File: config.mk
export PLATFORM = sky130hd
export DESIGN_NAME = mem_arbiter_flat
export DESIGN_NICKNAME = d
export VERILOG_FILES = /design/src/rtl/mem_arbiter_if.sv /design/src/rtl/mem_arbiter.sv /design/src/flat_wrapper.sv
export SDC_FILE = /design/constraint.sdc
export NUM_CORES = 1
export LEC_CHECK = 0
export CAP_MARGIN = 20
export CORE_ASPECT_RATIO = 1.25
export CORE_MARGIN = 3
export CORE_UTILIZATION = 39
export CTS_CLUSTER_SIZE = 25
export DETAILED_ROUTE_END_ITERATION = 8
export GPL_TIMING_DRIVEN = 0
export PLACE_DENSITY = 0.87
export RECOVER_POWER = 25
export SYNTH_ARGS = -nofsm -noshare
export SYNTH_HDL_FRONTEND = slang
export SYNTH_SLANG_ARGS = --single-unit
File: constraint.sdc
create_clock -name clk -period 2.6 [get_ports clk]
set_input_delay 0.39 -clock clk [delete_from_list [all_inputs] [get_ports clk]]
set_output_delay 0.39 -clock clk [all_outputs]
set_load 0.01 [all_outputs]
File: src/rtl/mem_arbiter_if.sv
// Purpose: bundles the two requester ports and the shared MemoryController port around mem_arbiter.
// Latency: none; this file only groups signals.
// Backpressure: requesters hold their request while reqN_stall=1; completion is the one-cycle reqN_ack.
interface mem_arbiter_if #(
    parameter int MEM_WIDTH = 32,
    parameter int MEM_SIZE  = 256
);
    localparam int ADDR_W = $clog2(MEM_SIZE);

    // requester 0
    logic [ADDR_W-1:0]    req0_addr;
    logic                 req0_read_en;
    logic                 req0_write_en;
    logic [MEM_WIDTH-1:0] req0_write_val;
    logic [MEM_WIDTH-1:0] req0_read_val;
    logic                 req0_ack;
    logic                 req0_stall;

    // requester 1
    logic [ADDR_W-1:0]    req1_addr;
    logic                 req1_read_en;
    logic                 req1_write_en;
    logic [MEM_WIDTH-1:0] req1_write_val;
    logic [MEM_WIDTH-1:0] req1_read_val;
    logic                 req1_ack;
    logic                 req1_stall;

    // shared MemoryController port
    logic [ADDR_W-1:0]    mem_addr;
    logic                 mem_read_en;
    logic                 mem_write_en;
    logic [MEM_WIDTH-1:0] mem_write_val;
    logic [MEM_WIDTH-1:0] mem_read_val;

    // requester favoured on the next contested arbitration
    logic                 token;

    // Arbiter side: serves the requesters and drives the memory port.
    modport slave (
        input  req0_addr, req0_read_en, req0_write_en, req0_write_val,
        output req0_read_val, req0_ack, req0_stall,
        input  req1_addr, req1_read_en, req1_write_en, req1_write_val,
        output req1_read_val, req1_ack, req1_stall,
        output mem_addr, mem_read_en, mem_write_en, mem_write_val,
        input  mem_read_val,
        output token
    );

    // Environment side: the two Cores plus the MemoryController.
    modport master (
        output req0_addr, req0_read_en, req0_write_en, req0_write_val,
        input  req0_read_val, req0_ack, req0_stall,
        output req1_addr, req1_read_en, req1_write_en, req1_write_val,
        input  req1_read_val, req1_ack, req1_stall,
        input  mem_addr, mem_read_en, mem_write_en, mem_write_val,
        output mem_read_val,
        input  token
    );
endinterface

File: src/rtl/mem_arbiter.sv
// Purpose: round-robin arbiter sharing one MemoryController port between two Cores.
// Latency: request seen in IDLE at cycle N, memory access at N+1, ack at N+2; one access every 3 cycles.
// Backpressure: reqN_stall = reqN & ~reqN_ack; the requester holds its request until its ack cycle.
// Optional: define MEM_ARB_BURST_EN to allow up to MAX_BURST back-to-back grants to one requester.
module mem_arbiter #(
    parameter int MEM_WIDTH = 32,
    parameter int MEM_SIZE  = 256,
    parameter int MAX_BURST = 4
) (
    input  logic       clk,
    input  logic       reset,
    mem_arbiter_if.slave bus
);
    typedef enum logic [1:0] {
        IDLE   = 2'd0,
        ACCESS = 2'd1,
        DONE   = 2'd2
    } state_t;

    // Burst limit must fit the 4-bit burst counter and allow at least one grant.
    if (MAX_BURST < 1 || MAX_BURST > 15) begin : g_bad_max_burst
        $error("mem_arbiter: MAX_BURST must be within 1..15");
    end

    state_t               state;
    state_t               state_nxt;
    logic                 grant;
    logic                 grant_nxt;
    logic                 token_r;
    logic                 token_nxt;
    logic                 winner;
    logic                 req0;
    logic                 req1;
    logic                 mem_rd;
    logic                 mem_wr;
    logic [MEM_WIDTH-1:0] rd_val0;
    logic [MEM_WIDTH-1:0] rd_val1;

    assign req0 = bus.req0_read_en | bus.req0_write_en;
    assign req1 = bus.req1_read_en | bus.req1_write_en;

`ifdef MEM_ARB_BURST_EN
    localparam logic [3:0] BURST_LIMIT = 4'(MAX_BURST);

    logic [3:0] burst_cnt;
    logic [3:0] burst_cnt_nxt;
    logic       last_req;
    logic       repeat_grant;

    // A zero count means no grant has been made since reset, so there is no
    // previous owner to extend.
    assign last_req     = grant ? req1 : req0;
    assign repeat_grant = (burst_cnt != 4'd0) && last_req && (burst_cnt < BURST_LIMIT);
`endif

    // Plain round-robin choice: a lone requester wins, a tie goes to the token.
    always_comb begin
        winner = token_r;
        if (req0 && !req1) begin
            winner = 1'b0;
        end else if (!req0 && req1) begin
            winner = 1'b1;
        end
    end

    // Next-state, grant, token and burst-count logic.
    always_comb begin
        state_nxt = state;
        grant_nxt = grant;
        token_nxt = token_r;
`ifdef MEM_ARB_BURST_EN
        burst_cnt_nxt = burst_cnt;
`endif
        case (state)
            IDLE: begin
                if (req0 || req1) begin
                    state_nxt = ACCESS;
`ifdef MEM_ARB_BURST_EN
                    if (repeat_grant) begin
                        grant_nxt     = grant;
                        burst_cnt_nxt = burst_cnt + 4'd1;
                    end else begin
                        grant_nxt     = winner;
                        token_nxt     = ~winner;
                        burst_cnt_nxt = 4'd1;
                    end
`else
                    grant_nxt = winner;
                    token_nxt = ~winner;
`endif
                end
            end
            ACCESS:  state_nxt = DONE;
            DONE:    state_nxt = IDLE;
            default: state_nxt = IDLE;
        endcase
    end

    // Memory port is driven only during ACCESS; read+write together is a write.
    always_comb begin
        mem_rd            = 1'b0;
        mem_wr            = 1'b0;
        bus.mem_addr      = '0;
        bus.mem_write_val = '0;
        if (state == ACCESS) begin
            if (grant) begin
                mem_wr            = bus.req1_write_en;
                mem_rd            = bus.req1_read_en & ~bus.req1_write_en;
                bus.mem_addr      = bus.req1_addr;
                bus.mem_write_val = bus.req1_write_val;
            end else begin
                mem_wr            = bus.req0_write_en;
                mem_rd            = bus.req0_read_en & ~bus.req0_write_en;
                bus.mem_addr      = bus.req0_addr;
                bus.mem_write_val = bus.req0_write_val;
            end
        end
    end

    // State register; reset abandons any access in flight and re-arbitrates.
    always_ff @(posedge clk) begin
        if (reset) begin
            state   <= IDLE;
            grant   <= 1'b0;
            token_r <= 1'b0;
`ifdef MEM_ARB_BURST_EN
            burst_cnt <= 4'd0;
`endif
        end else begin
            state   <= state_nxt;
            grant   <= grant_nxt;
            token_r <= token_nxt;
`ifdef MEM_ARB_BURST_EN
            burst_cnt <= burst_cnt_nxt;
`endif
        end
    end

    // Capture read data for the granted requester at the end of its read access.
    always_ff @(posedge clk) begin
        if (reset) begin
            rd_val0 <= '0;
            rd_val1 <= '0;
        end else if (state == ACCESS && mem_rd) begin
            if (grant) begin
                rd_val1 <= bus.mem_read_val;
            end else begin
                rd_val0 <= bus.mem_read_val;
            end
        end
    end

    assign bus.mem_read_en   = mem_rd;
    assign bus.mem_write_en  = mem_wr;
    assign bus.req0_read_val = rd_val0;
    assign bus.req1_read_val = rd_val1;
    assign bus.req0_ack      = (state == DONE) && !grant;
    assign bus.req1_ack      = (state == DONE) && grant;
    assign bus.req0_stall    = req0 & ~bus.req0_ack;
    assign bus.req1_stall    = req1 & ~bus.req1_ack;
    assign bus.token         = token_r;

endmodule

File: src/flat_wrapper.sv
// flat-port wrapper written by rule: the top's interface ports become plain ports
module mem_arbiter_flat 
#(
    parameter int MEM_WIDTH = 32,
    parameter int MEM_SIZE  = 256,
    parameter int MAX_BURST = 4
)
  (clk, reset, bus_req0_addr, bus_req0_read_en, bus_req0_write_en, bus_req0_write_val, bus_req0_read_val, bus_req0_ack, bus_req0_stall, bus_req1_addr, bus_req1_read_en, bus_req1_write_en, bus_req1_write_val, bus_req1_read_val, bus_req1_ack, bus_req1_stall, bus_mem_addr, bus_mem_read_en, bus_mem_write_en, bus_mem_write_val, bus_mem_read_val, bus_token);
  mem_arbiter_if #(.MEM_WIDTH(MEM_WIDTH), .MEM_SIZE(MEM_SIZE)) bus_i ();
  input  logic clk;
  input  logic reset;
  input wire logic [$bits(bus_i.req0_addr)-1:0] bus_req0_addr;
  input wire logic [$bits(bus_i.req0_read_en)-1:0] bus_req0_read_en;
  input wire logic [$bits(bus_i.req0_write_en)-1:0] bus_req0_write_en;
  input wire logic [$bits(bus_i.req0_write_val)-1:0] bus_req0_write_val;
  output wire logic [$bits(bus_i.req0_read_val)-1:0] bus_req0_read_val;
  output wire logic [$bits(bus_i.req0_ack)-1:0] bus_req0_ack;
  output wire logic [$bits(bus_i.req0_stall)-1:0] bus_req0_stall;
  input wire logic [$bits(bus_i.req1_addr)-1:0] bus_req1_addr;
  input wire logic [$bits(bus_i.req1_read_en)-1:0] bus_req1_read_en;
  input wire logic [$bits(bus_i.req1_write_en)-1:0] bus_req1_write_en;
  input wire logic [$bits(bus_i.req1_write_val)-1:0] bus_req1_write_val;
  output wire logic [$bits(bus_i.req1_read_val)-1:0] bus_req1_read_val;
  output wire logic [$bits(bus_i.req1_ack)-1:0] bus_req1_ack;
  output wire logic [$bits(bus_i.req1_stall)-1:0] bus_req1_stall;
  output wire logic [$bits(bus_i.mem_addr)-1:0] bus_mem_addr;
  output wire logic [$bits(bus_i.mem_read_en)-1:0] bus_mem_read_en;
  output wire logic [$bits(bus_i.mem_write_en)-1:0] bus_mem_write_en;
  output wire logic [$bits(bus_i.mem_write_val)-1:0] bus_mem_write_val;
  input wire logic [$bits(bus_i.mem_read_val)-1:0] bus_mem_read_val;
  output wire logic [$bits(bus_i.token)-1:0] bus_token;
  assign bus_i.req0_addr = bus_req0_addr;
  assign bus_i.req0_read_en = bus_req0_read_en;
  assign bus_i.req0_write_en = bus_req0_write_en;
  assign bus_i.req0_write_val = bus_req0_write_val;
  assign bus_req0_read_val = bus_i.req0_read_val;
  assign bus_req0_ack = bus_i.req0_ack;
  assign bus_req0_stall = bus_i.req0_stall;
  assign bus_i.req1_addr = bus_req1_addr;
  assign bus_i.req1_read_en = bus_req1_read_en;
  assign bus_i.req1_write_en = bus_req1_write_en;
  assign bus_i.req1_write_val = bus_req1_write_val;
  assign bus_req1_read_val = bus_i.req1_read_val;
  assign bus_req1_ack = bus_i.req1_ack;
  assign bus_req1_stall = bus_i.req1_stall;
  assign bus_mem_addr = bus_i.mem_addr;
  assign bus_mem_read_en = bus_i.mem_read_en;
  assign bus_mem_write_en = bus_i.mem_write_en;
  assign bus_mem_write_val = bus_i.mem_write_val;
  assign bus_i.mem_read_val = bus_mem_read_val;
  assign bus_token = bus_i.token;
  mem_arbiter #(.MEM_WIDTH(MEM_WIDTH), .MEM_SIZE(MEM_SIZE), .MAX_BURST(MAX_BURST)) u_core (.clk(clk), .reset(reset), .bus(bus_i));
endmodule
==> results of run 1 <==
## report_power, final
group	internal [W]	leakage (nW)	switching, W
registers	0.00107	0.550	0.0000168
logic	0.000379	1.72	0.000292
clock network	0.000445	0.0986	0.000375
## path summary, 6_finish.rpt
path | from | to | slack (ns) | cells past startpoint
setup / recovery | u_core.state[1] | bus_mem_write_val[23] | 0.09 | 6
hold reg to reg | u_core.state[1] | u_core.state[0] | 0.52 | 1
setup reg to reg | u_core.grant | u_core.bus.req0_read_val[25] | 0.85 | 6
hold / removal | u_core.state[1] | u_core.state[0] | 0.52 | 1
## cells in the mapped netlist, types with 2 or more instances
| master | count | area share |
|---|---|---|
| buf_6 | 4 | 0.013 |
| dfxtp_1 | 68 | 0.39 |
| nor2b_1 | 64 | 0.11 |
| nor2_1 | 47 | 0.051 |
| o31ai_1 | 2 | 0.0043 |
| clkbuf_1 | 33 | 0.036 |
| a21oi_1 | 3 | 0.0043 |
| o21ai_0 | 93 | 0.13 |
| nand2b_1 | 33 | 0.059 |
| mux2i_1 | 41 | 0.12 |
| buf_2 | 3 | 0.0043 |
| o21ai_1 | 35 | 0.050 |
## area by class of cell
class                      instances  area (sq um)  share of cell area
sequential                        68          1360               0.222
multi-input combinational        327          1940               0.317
buffer                            40           201              0.0329
clock inverter                     1          5.00            0.000816
timing repair buffer             228          2290               0.374
tap                              117           146              0.0239
clock buffer                      14           183              0.0298
## per-layer routing
layer / wire length (um) / up-vias / GRT usage
li1: - / 1946 / -
met1: 5260 / 1772 / 0.293
met2: 6620 / 187 / 0.444
met3: 1170 / 23 / 0.0865
met4: 278 / 2 / 0.0817
met5: 13 / - / 0
## critical path: cells and delay by family, from the launching register on
kind                   cells  cell delay [ns]
flip-flops                 1             0.36
buffers and inverters      4             1.15
AND/OR/NAND/NOR            2             0.28
## sequential cells by signal (all words and copies together), names as in the netlist
signal / count
u_core.bus.req0_read_val: 32
u_core.bus.req1_read_val: 32
u_core.bus.token: 1
u_core.grant: 1
u_core.state: 2
## logic make-up after synthesis
family / after synthesis / share of synthesized area
AND/OR/NAND/NOR: 151 / 0.240
AO/OA/AOI/OAI: 135 / 0.197
flip-flops: 68 / 0.391
multiplexers: 41 / 0.118
buffers and inverters: 41 / 0.0538
## timing repair
action                                 CTS  global route
pin swaps                                0             0
buffers inserted                         1             0
gates cloned                             0             0
setup endpoints to repair               30            41
endpoints found under the hold margin    0             0
gates resized for setup                 10             8
## stage by stage
stage	setup TNS [ns]	hold WS, ns	total power, W
after floorplan	0	0.510	0.00138
after global placement	-0.147	0.485	0.00176
after detailed placement	-0.169	0.515	0.00177
after CTS	0	0.524	0.00258
after global routing	-0.000901	0.548	0.00268
final	0	0.516	0.00257
==> metrics, run 1 <==
outcome=finished, final reports clean; Ports=229; worst vdd ir=roughly 0.22 mV; Clock Pin Slew Worst Setup and Hold Paths=0.06 ns; crit start category=flop; Util after Layout=0.724; Setup CP Type=flop to primary output; setup violators final=0; drt total wl=13300 um; Synth Area per Inst=roughly 8 sq um; Synthesis Warnings=0; initial antenna violation count=1; Fin. Hold Viols=0; DR vias=approximately 3900; Slew Viols, Final=0; Synthesized Nets=554; Initial Utilization=0.411; number of global-route vias before repair=3998; Post-Place Worst Slack=-0.169 ns; CP endpoint kind=primary output; final worst path period share=0.964; f_max=0.399 GHz; DRT antenna net count=0; P&R area growth vs syn=75.8%; Die Wd=90.6 um; CTS tree=built; Max FO, Critical Path=10; GPL Wtd Cong=0.871; pin count of the biggest net entering global routing=17; DRT iter0 DRCs=154; core region area=8470 sq um; Die H=112 um; first-pass GRT wire length=between 20000 and 25000 um; H-tree Lvls=3; slowest CP cell=clkdlybuf4s50_1; Synth Flop Type=dfxtp_1; area of the mapped netlist=approximately 3500 sq um; Slew HR=0.662; Clock Latency Late Sink=around 0.33 ns; PwrDens=approximately 420 nW/um^2; commonest non-fill, non-tap cell in the layout=clkdlybuf4s50_1; #FFs+latches synth=just under 70; Placed Area=5900 sq um; EDFF count, synth=0; Via-to-Cell Ratio=4.94; clock root buffer master=clkbuf_8; most frequent cells in the layout=183 x clkdlybuf4s50_1, 93 x o21ai_0, 66 x dfxtp_1; CP required=2.21 ns; CTS Sinks=68; cell chain of the critical path=nand2b_1, buf_2, clkbuf_4, clkbuf_2, nor2_1, clkdlybuf4s50_1; GRT Util Overall=0.255; design area=6130 sq um; DR WL/cell=16.8 um; cells after synthesis=436; Lkg Pwr=2.36 nW; WP data arrival=2.12 ns; Max Cap Violations=0; Worst-Margin Slew=between 0.5 and 0.6 ns; HP Class=flop to flop; worst setup margin=0.0929 ns; placed cells=780; detailed placer's ending HPWL=10500 um; Final min period=between 2 and 3 ns; Clock Skews=roughly 0.0078 ns; port bufs=227; sequential share of the synthesized area=0.391; CTS buffer count=9; CTS Buffer Depth=2; ant diodes=0; drt drc=0; total gr overflow=0; row count=37; final non-filler cell total=795; die footprint=10100 sq um; Final Net Count=around 790; CTS Hold Buffers Added=0; fillers=between 600 and 700; DR pass1 iterations=4; share of cells above drive strength 1=0.0516; Distinct cells, synth=22; asr flop ratio synth=0; slowest stage delay, CP=0.55 ns
No activity file was read; power rests on OpenSTA's default activity.
==> run 2: changes to the inputs <==
--- a/config.mk
+++ b/config.mk
@@ -6,14 +6,16 @@
 export NUM_CORES = 1
 export LEC_CHECK = 0
 export CAP_MARGIN = 20
+export CELL_PAD_IN_SITES_DETAIL_PLACEMENT = 2
+export CELL_PAD_IN_SITES_GLOBAL_PLACEMENT = 2
 export CORE_ASPECT_RATIO = 1.25
 export CORE_MARGIN = 3
-export CORE_UTILIZATION = 39
+export CORE_UTILIZATION = 20
 export CTS_CLUSTER_SIZE = 25
 export DETAILED_ROUTE_END_ITERATION = 8
 export GPL_TIMING_DRIVEN = 0
 export PLACE_DENSITY = 0.87
-export RECOVER_POWER = 25
 export SYNTH_ARGS = -nofsm -noshare
 export SYNTH_HDL_FRONTEND = slang
 export SYNTH_SLANG_ARGS = --single-unit
+export TNS_END_PERCENT = 10
==> run 2 against run 1 <==
Net effect: final area grew 5.2%; critical path depth did not move; sequential power about the same; combinational power rose by 4.9%; routed wire length grew 30%; clock power is 72% higher; setup slack worse by 0.016 ns; flip-flop and latch count unchanged; first-iteration DRC count fell by 1.3%; critical endpoint is now bus_mem_write_val[26]; highest routed layer is now met4.
==> metrics, run 2 (same netlist as run 1, synthesis figures left out) <==
DRT iter0 DRCs=152 (-1.3%); Flop pwr share=0.339 (-0.081); Final Net Count=792 (unchanged); DRT antenna net count=0 (unchanged); row count=53 (+43%); Fin. Hold Viols=0 (unchanged); Final min period=2.52 ns (+0.0159 ns); PwrDens=496 nW/um^2 (+18%); CTS Sinks=68 (unchanged); Clock Latency Late Sink=0.33 ns (about the same); DR WL/cell=19.3 um (+15%); CTS buffer count=9 (unchanged); CP endpoint kind=primary output; CTS Hold Buffers Added=0 (unchanged); slowest stage delay, CP=0.55 ns (about the same); CTS tree=built; f_max=0.396 GHz (-0.63%); Slew HR=0.616 (-0.0464); Die H=154 um (+38%); CP required=2.21 ns (about the same); drt total wl=17300 um (+30%); commonest non-fill, non-tap cell in the layout=clkdlybuf4s50_1; DR pass1 iterations=4 (unchanged); number of global-route vias before repair=4754 (+19%); P&R area growth vs syn=84.9%; Worst-Margin Slew=0.576 ns (+0.0697 ns); CTS Buffer Depth=2 (unchanged); first-pass GRT wire length=26400 um (+26%); Clock Skews=0.00748 ns (-0.000270 ns); share of cells above drive strength 1=0.0560 (+0.00434); Setup CP Type=flop to primary output; initial antenna violation count=0 (-1); HP Class=flop to flop; Max Cap Violations=0 (unchanged); internal power=0.00238 W (+26%); port bufs=227 (unchanged); Max FO, Critical Path=10 (unchanged); cell chain of the critical path=nand2b_1, buf_4, clkbuf_8, clkbuf_2, nor2_1, clkdlybuf4s50_1; Initial Utilization=0.205 (-0.206); detailed placer's ending HPWL=13900 um (+32%); core region area=17000 sq um (+100%); DR vias=4093 (+4.1%); final worst path period share=0.970 (+0.00612); ant diodes=0 (unchanged); most frequent cells in the layout=214 x clkdlybuf4s50_1, 93 x o21ai_0, 67 x dfxtp_1; pin count of the biggest net entering global routing=17 (unchanged); setup violators final=0 (unchanged); outcome=finished, final reports clean; total gr overflow=0 (unchanged); WP data arrival=2.13 ns (about the same); Lkg Pwr=2.45 nW (+3.4%); final setup TNS=0 ns (unchanged); Post-Place Worst Slack=-0.374 ns (-0.205 ns); die footprint=19100 sq um (+88%); worst setup margin=0.0769 ns (-0.0159 ns); crit start category=flop; Slew Viols, Final=0 (unchanged); drt drc=0 (unchanged); Via-to-Cell Ratio=4.55 (-7.9%); GPL Wtd Cong=0.763 (-12%); clock root buffer master=clkbuf_16; Clk pwr share=0.441 (+0.122); Switch Pwr=0.000822 W (+20%); worst vdd ir=0.275 mV (+27%); Die Wd=124 um (+37%); Clock Pin Slew Worst Setup and Hold Paths=0.06 ns (about the same); slowest CP cell=clkdlybuf4s50_1; H-tree Lvls=3 (unchanged); GRT Util Overall=0.179 (-0.0763); net switching fraction of the power=0.257 (-0.00898); Ports=229 (unchanged); share of total power in combinational logic=0.221 (-0.040)
## run 2: changes by cell type in the layout (fill, tap and decap cells not counted), sizes merged, moves of 2 or more
cell and delta:
clkdlybuf4s50 +31, dlygate4sd3 -40, clkbuf -2, bufinv +2
inv +2, dlymetal6s2s +8
## run 2: what timing repair did
item / 4_1_cts / 5_1_grt
setup buffers: 1 / 0
gates resized for setup: 16 / 16
setup endpoints to repair: 39 / 39
## run 2: area by class of cell
class	count	area, sq um
multi-input combinational	327	1940
buffer	40	215
clock buffer	12	267
fill	1895	10500
clock inverter	4	77.6
tap	220	275
timing repair buffer	228	2310
sequential	68	1360
## run 2: power by group through the flow
stage,clock [W],sequential [W],combinational [W]
finish,0.00141,0.00108,0.000705
global route,0.00149,0.00109,0.000767
CTS,0.00143,0.00108,0.000726
detailed placement,0,0.00111,0.000710
global placement,0,0.00110,0.000689
floorplan,0,0.00111,0.000268
## run 2: final timing paths
path	endpoint	slack (ns)	cells after the start	start
min reg2reg	u_core.state[0]	0.54	1	u_core.state[0]
max reg2reg	u_core.bus.req0_read_val[1]	0.78	6	u_core.grant
max	bus_mem_write_val[26]	0.08	6	u_core.state[1]
min	u_core.state[0]	0.54	1	u_core.state[0]
## run 2: worst max-delay path, delay by kind of cell (launching register included)
family,cells,cell delay (ns)
simple gates,2,0.32
buf+inv,4,1.10
flops,1,0.39
## run 2: through the flow
| step | cells | instance area [sq um] | hold WS (ns) | power [W] | util |
|---|---|---|---|---|---|
| after global placement | 883 | 6030 | 0.489 | 0.00179 | 0.355 |
| final | 899 | 6450 | 0.540 | 0.00320 | 0.380 |
| after detailed placement | 883 | 6030 | 0.570 | 0.00182 | 0.355 |
| after floorplan | 436 | 3490 | 0.510 | 0.00138 | - |
| after global routing | 899 | 6450 | 0.566 | 0.00334 | 0.380 |
| after CTS | 899 | 6410 | 0.580 | 0.00324 | 0.378 |
## run 2: per-layer routing
layer / vias up / GRT usage / share of wire
met3: 11 / 0.0622 / 0.088
li1: 1947 / - / -
met4: 0 / 0.0350 / 0.010
met1: 1948 / 0.190 / 0.37
met5: - / 0 / 0
met2: 187 / 0.336 / 0.53
